**config.mk**
```make
export PLATFORM = sky130hd
export DESIGN_NAME = keypad_scan_ctrl
export DESIGN_NICKNAME = d
export VERILOG_FILES = /design/src/rtl/keypad_pkg.sv /design/src/rtl/keypad_col_sync.sv /design/src/rtl/keypad_scan_ctrl.sv
export SDC_FILE = /design/constraint.sdc
export NUM_CORES = 1
export LEC_CHECK = 0
export BUFFER_PORTS_ARGS = -buffer_cell sky130_fd_sc_hd__clkbuf_2
export CORE_ASPECT_RATIO = 1.2
export CORE_MARGIN = 3
export CORE_UTILIZATION = 30
export DETAILED_ROUTE_END_ITERATION = 8
export GPL_ROUTABILITY_DRIVEN = 0
export PLACE_DENSITY = 0.53
export SYNTH_ARGS = -nofsm -noshare
export SYNTH_HDL_FRONTEND = slang
export SYNTH_SLANG_ARGS = --single-unit
```
**constraint.sdc**
```tcl
create_clock -name int_osc -period 2.5 [get_ports int_osc]
set_input_delay 0.625 -clock int_osc [delete_from_list [all_inputs] [get_ports int_osc]]
set_output_delay 0.625 -clock int_osc [all_outputs]
set_load 0.005 [all_outputs]
```
**src/rtl/keypad_pkg.sv**
```systemverilog
// Shared constants for the keypad scan/debounce controller: state codes, keymap,
// row drive patterns and counter sizing helpers.
package keypad_pkg;

    typedef logic [1:0] state_t;

    localparam state_t SCAN     = 2'd0;
    localparam state_t DEBOUNCE = 2'd1;
    localparam state_t HELD     = 2'd2;
    localparam state_t REL_DB   = 2'd3;

    // Indexed [row][col]; row 3 carries the E/0/F/D keys.
    localparam logic [3:0] KEYMAP [4][4] = '{
        '{4'h1, 4'h2, 4'h3, 4'hA},
        '{4'h4, 4'h5, 4'h6, 4'hB},
        '{4'h7, 4'h8, 4'h9, 4'hC},
        '{4'hE, 4'h0, 4'hF, 4'hD}
    };

    localparam logic [3:0] ROW_SEL [4] = '{4'b1110, 4'b1101, 4'b1011, 4'b0111};

    // Bits needed for a counter that runs 0..n-1.
    function automatic int unsigned cnt_width(input int unsigned n);
        return (n <= 2) ? 1 : $clog2(n);
    endfunction

    function automatic logic [1:0] lowest_low(input logic [3:0] c);
        logic [1:0] idx;
        idx = 2'd0;
        for (int i = 3; i >= 0; i--) begin
            if (!c[i]) begin
                idx = 2'(i);
            end
        end
        return idx;
    endfunction

endpackage

```
**src/rtl/keypad_col_sync.sv**
```systemverilog
// Two-flop synchronizer for the asynchronous, active-low keypad column lines.
module keypad_col_sync (
    input  logic       clk,
    input  logic       reset,
    input  logic [3:0] d,
    output logic [3:0] q
);

    logic [3:0] meta_q;
    logic [3:0] sync_q;

    // Idle columns read high, so reset to "no key".
    always_ff @(posedge clk) begin
        if (reset) begin
            meta_q <= 4'b1111;
            sync_q <= 4'b1111;
        end else begin
            meta_q <= d;
            sync_q <= meta_q;
        end
    end

    assign q = sync_q;

endmodule

```
**src/rtl/keypad_scan_ctrl.sv**
```systemverilog
// 4x4 keypad scanner with press/release debounce feeding a two-digit shift register.
// Optional auto-repeat while a key is held is enabled by defining KEYPAD_REPEAT_EN.
module keypad_scan_ctrl
    import keypad_pkg::*;
#(
    parameter int unsigned SCAN_DIV      = 4096,
    parameter int unsigned DB_CYCLES     = 480000,
    parameter int unsigned REPEAT_CYCLES = 24000000
) (
    input  logic       int_osc,
    input  logic       reset,
    input  logic [3:0] col,
    output logic [3:0] r_sel,
    output logic       key_valid,
    output logic [3:0] key_code,
    output logic [3:0] dig_new,
    output logic [3:0] dig_old,
    output logic       busy
);

    if (SCAN_DIV < 4 || DB_CYCLES < 2 || REPEAT_CYCLES < 1) begin : g_bad_params
        $error("keypad_scan_ctrl: parameter out of range");
    end

    localparam int unsigned CNT_MAX = (SCAN_DIV > DB_CYCLES) ? SCAN_DIV : DB_CYCLES;
    localparam int unsigned CNT_W   = cnt_width(CNT_MAX);

    localparam logic [CNT_W-1:0] SCAN_LAST = CNT_W'(SCAN_DIV - 1);
    localparam logic [CNT_W-1:0] DB_LAST   = CNT_W'(DB_CYCLES - 1);

    logic [3:0]       csync;
    state_t           state_q, state_d;
    logic [CNT_W-1:0] cnt_q, cnt_d;
    logic [1:0]       row_q, row_d;
    logic [1:0]       lcol_q, lcol_d;
    logic             key_valid_q;
    logic [3:0]       key_code_q;
    logic [3:0]       dig_new_q;
    logic [3:0]       dig_old_q;
    logic             busy_q;
    logic             emit;
    logic             col_up;
    logic [3:0]       code;

`ifdef KEYPAD_REPEAT_EN
    localparam int unsigned RPT_W = cnt_width(REPEAT_CYCLES);
    localparam logic [RPT_W-1:0] RPT_LAST = RPT_W'(REPEAT_CYCLES - 1);

    logic [RPT_W-1:0] rpt_q, rpt_d;
`endif

    keypad_col_sync u_col_sync (
        .clk   (int_osc),
        .reset (reset),
        .d     (col),
        .q     (csync)
    );

    // High means the tracked key's column has been let go.
    assign col_up = csync[lcol_q];
    assign code   = KEYMAP[row_q][lcol_q];

    always_comb begin
        state_d = state_q;
        cnt_d   = cnt_q;
        row_d   = row_q;
        lcol_d  = lcol_q;
        emit    = 1'b0;
`ifdef KEYPAD_REPEAT_EN
        rpt_d   = '0;
`endif
        case (state_q)
            SCAN: begin
                if (cnt_q == SCAN_LAST) begin
                    cnt_d = '0;
                    if (&csync) begin
                        row_d = row_q + 2'd1;
                    end else begin
                        lcol_d  = lowest_low(csync);
                        state_d = DEBOUNCE;
                    end
                end else begin
                    cnt_d = cnt_q + CNT_W'(1);
                end
            end
            DEBOUNCE: begin
                if (col_up) begin
                    state_d = SCAN;
                    row_d   = row_q + 2'd1;
                    cnt_d   = '0;
                end else if (cnt_q == DB_LAST) begin
                    emit    = 1'b1;
                    state_d = HELD;
                    cnt_d   = '0;
                end else begin
                    cnt_d = cnt_q + CNT_W'(1);
                end
            end
            HELD: begin
                if (col_up) begin
                    state_d = REL_DB;
                    cnt_d   = '0;
                end
`ifdef KEYPAD_REPEAT_EN
                else if (rpt_q == RPT_LAST) begin
                    emit = 1'b1;
                end else begin
                    rpt_d = rpt_q + RPT_W'(1);
                end
`endif
            end
            REL_DB: begin
                if (!col_up) begin
                    state_d = HELD;
                    cnt_d   = '0;
                end else if (cnt_q == DB_LAST) begin
                    state_d = SCAN;
                    row_d   = row_q + 2'd1;
                    cnt_d   = '0;
                end else begin
                    cnt_d = cnt_q + CNT_W'(1);
                end
            end
        endcase
    end

    always_ff @(posedge int_osc) begin
        if (reset) begin
            state_q     <= SCAN;
            cnt_q       <= '0;
            row_q       <= 2'd0;
            lcol_q      <= 2'd0;
            key_valid_q <= 1'b0;
            key_code_q  <= 4'h0;
            dig_new_q   <= 4'h0;
            dig_old_q   <= 4'h0;
            busy_q      <= 1'b0;
        end else begin
            state_q     <= state_d;
            cnt_q       <= cnt_d;
            row_q       <= row_d;
            lcol_q      <= lcol_d;
            key_valid_q <= emit;
            busy_q      <= (state_d != SCAN);
            if (emit) begin
                key_code_q <= code;
                dig_new_q  <= code;
                dig_old_q  <= dig_new_q;
            end
        end
    end

`ifdef KEYPAD_REPEAT_EN
    always_ff @(posedge int_osc) begin
        if (reset) begin
            rpt_q <= '0;
        end else begin
            rpt_q <= rpt_d;
        end
    end
`endif

    assign r_sel     = ROW_SEL[row_q];
    assign key_valid = key_valid_q;
    assign key_code  = key_code_q;
    assign dig_new   = dig_new_q;
    assign dig_old   = dig_old_q;
    assign busy      = busy_q;

endmodule

```
==> out/metrics.yaml <==
async_flop_share_pct: 0
maxSlewViolCount: 0
clockRootBuffer: "clkbuf_8"
yosys-top-cells-count: "dfxtp_1, nor2_1, nand2_1"
status: "finished, final reports clean"
die_area_sq_um: 8109
ctsResizeCount: 0
die_w_um: 82.71
pwr-share-comb_pct: 3.7
fin_setup_tns_ps: 0
synth_nets: 252
diodes: 0
cp.arrival_ps: 2390
synth_cell_type_count: 45
post_drt_wl_per_cell_um: 11.54
power.switching_uw: 256.2
grt_max_degree: 20
ys.flop_type: "dfxtp_1"
port_buffers: 23
syn_area_per_cell_sq_um: 8.938
clock_sinks: 43
synth_area_leaders: "dfxtp_1, nor2_1, ha_1"
clk_pin_slew_ps: 80
power_density_nw_per_um2: 522.9
rr_startpoint: "cnt_q[0]"
cts_tree: "yes"
hold_viol_final: 0
slew_headroom_pct: 71.79
synth-edff-count: 0
final_net_count: 276
clk_latency_ps: 290
critPathRequiredTime_ps: 2680
reg2reg_to: "cnt_q[1]"
seqPwrFrac_pct: 55.6
numCtsBuffers: 5
worstMarginPinSlew_ps: 420.9
p_sw_share_pct: 20.22
setup_ws_ps: 291.5
cpPeakStageDelay_ps: 400
drt_wl_total_mm: 3.994
power_frac_clock_pct: 40.8
max_freq_mhz: 452.8
drtPass1Iterations: 4
rrSetupSlack_ps: 290
period_share_pct: 88.34
internal-power_mw: 1.011
synth_seq_area_share_pct: 40.64
areaGrowthSynthToFinish_pct: 14.41
holdBufCountCts: 0
peakVddDrop_uv: 254.5
cts_setup_buffers: 0
finClkSkew_ps: 8.624
path_delay_family: "compound AO/OA/AOI/OAI gates"
synthCells: 237
drive_gt1_share_pct: 21.07
fillCellCount: 721
rr_worst_depth: 8
dr_total_vias: 1625
initial_core_util_pct: 31.87
core-area_sq_um: 6646
clockBufferDepth: 2
synth_most_common_cell: "dfxtp_1"
leakage_nw: 0.9796
worstPathCellList: "ha_1 -> nand4_1 -> or3_1 -> o31ai_1 -> o21a_1 -> a2bb2oi_4 -> buf_12 -> a21oi_1"
period_needed_ps: 2209
rows: 32
grt_usage_pct: 10.98
place_worst_setup_slack_ps: 269.1
antenna_found_initial: 0
syn_area_sq_um: 2118
cp_num_buf_inv: 1
endpoint_kind: "flip-flop"
ant_nets: 0
whs_path_depth: 1
synth_top_area_share_pct: 40.64
rsz0062_at_grt: "false"
htree_num_levels: 2
routed_via_density: 4.697
startpoint_type: "flip-flop"
drt_iter0_drc: 73
min_to: "u_col_sync.q[0]"
dpl.hpwl_mm: 3.003
final-setup-viol-count: 0
yosysTopAreaCell: "dfxtp_1"
ios: 24
overflow: 0
ys_warn_count: 0
maxCapViolations: 0
remaining_drc_errors: 0
grt_pass1_vias: 1579
grt_pass1_wl_mm: 6.948
crit_fanout: 19
crit_type: "reg -> reg"
synth-seq-cells: 43
fp.dieH_um: 98.05
hold_start: "u_col_sync.meta_q[0]"
slowest_stage: "or3_1"
hp-class: "reg -> reg"
==> kinds of logic after synthesis <==
| kind of cell | share of synthesized area (%) |
|---|---|
| flip-flops | 40.64 |
| adder cells (fa/ha/maj) | 5.316 |
| buffers and inverters | 5.375 |
| multiplexers | 7.324 |
| AO/OA/AOI/OAI | 10.46 |
| XOR/XNOR | 7.029 |
| AND/OR/NAND/NOR | 23.86 |
==> metal layers <==
metal / global-route usage (%) / vias to the layer above / part of all wire, %
li1: - / 843 / -
met1: 13.40 / 749 / 47
met2: 17.47 / 29 / 47
met3: 3.321 / 4 / 4.4
met4: 4.906 / 0 / 1.7
met5: 0 / - / 0
==> power by group through the flow <==
| stage | registers [mW] | logic [mW] | clock network, mW |
|---|---|---|---|
| after floorplan | 0.718 | 0.0345 | 0 |
| after global placement | 0.720 | 0.0474 | 0 |
| after detailed placement | 0.720 | 0.0479 | 0 |
| after CTS | 0.704 | 0.0481 | 0.538 |
| after global routing | 0.706 | 0.0525 | 0.566 |
| final | 0.704 | 0.0468 | 0.516 |
==> flip-flops by register name, indices dropped and copies added (netlist names) <==
name,cells
u_col_sync.q,4
u_col_sync.meta_q,4
state_q,2
dig_new,4
key_valid,1
dig_old,4
cnt_q,19
lcol_q,2
row_q,2
busy,1
==> placed cells by master, fill, tap and decap left out, types with 2 or more instances in the layout <==
| cell | Yosys | layout |
|---|---|---|
| a21oi_1 | 5 | 5 |
| nor2b_1 | 2 | 2 |
| mux4_2 | 2 | 2 |
| nor2_1 | 37 | 37 |
| nand4_1 | 5 | 5 |
| ha_1 | 9 | 9 |
| nand3_1 | 9 | 9 |
| mux2i_1 | 11 | 11 |
| dfxtp_1 | 43 | 43 |
| o22ai_1 | 2 | 2 |
| nand2b_1 | 3 | 3 |
| nand2_1 | 22 | 22 |
| or3_1 | 2 | 2 |
| and3_1 | 3 | 3 |
| a31oi_1 | 3 | 3 |
| clkbuf_2 | 1 | 23 |
| inv_1 | 10 | 10 |
| nor3_1 | 2 | 2 |
| xnor2_1 | 10 | 10 |
| clkbuf_8 | 0 | 5 |
| buf_4 | 6 | 5 |
| xor2_1 | 7 | 7 |
| or2_2 | 11 | 11 |
| o21ai_0 | 7 | 7 |
==> how the worst max path moves through the flow <==
| stage | from | endpoint | slack (ps) | depth (start not counted) |
|---|---|---|---|---|
| floorplan | cnt_q[0] | cnt_q[17] | 380 | 8 |
| global placement | cnt_q[0] | cnt_q[11] | 340 | 8 |
| detailed placement | cnt_q[0] | cnt_q[11] | 270 | 8 |
| CTS | cnt_q[0] | cnt_q[11] | 270 | 8 |
| global route | cnt_q[0] | cnt_q[17] | 50 | 8 |
| finish | cnt_q[0] | cnt_q[1] | 290 | 8 |
==> per-stage QoR <==
step                      area (sq um)  cells  utilization, %  hold slack [ps]  total power, mW
after CTS                         2424    346           36.46            404.1            1.290
after floorplan                   2118    237               -            389.5           0.7529
after global placement            2321    339           34.92            392.6           0.7673
after detailed placement          2321    339           34.92            392.8           0.7682
final                             2424    346           36.46            400.7            1.267
after global routing              2424    346           36.46            418.7            1.324
==> layout make-up <==
type                            count  area (sq um)  area share [%]
Sequential cell                    43         860.8           35.52
Inverter                           10         37.54           1.549
Tap cell                           85         106.4           4.388
Clock inverter                      1         30.03           1.239
Multi-Input combinational cell    172          1144           47.19
Timing Repair Buffer               29         172.7           7.124
Clock buffer                        6         72.57           2.994
Note: power is estimated with default switching activity, not from simulation.
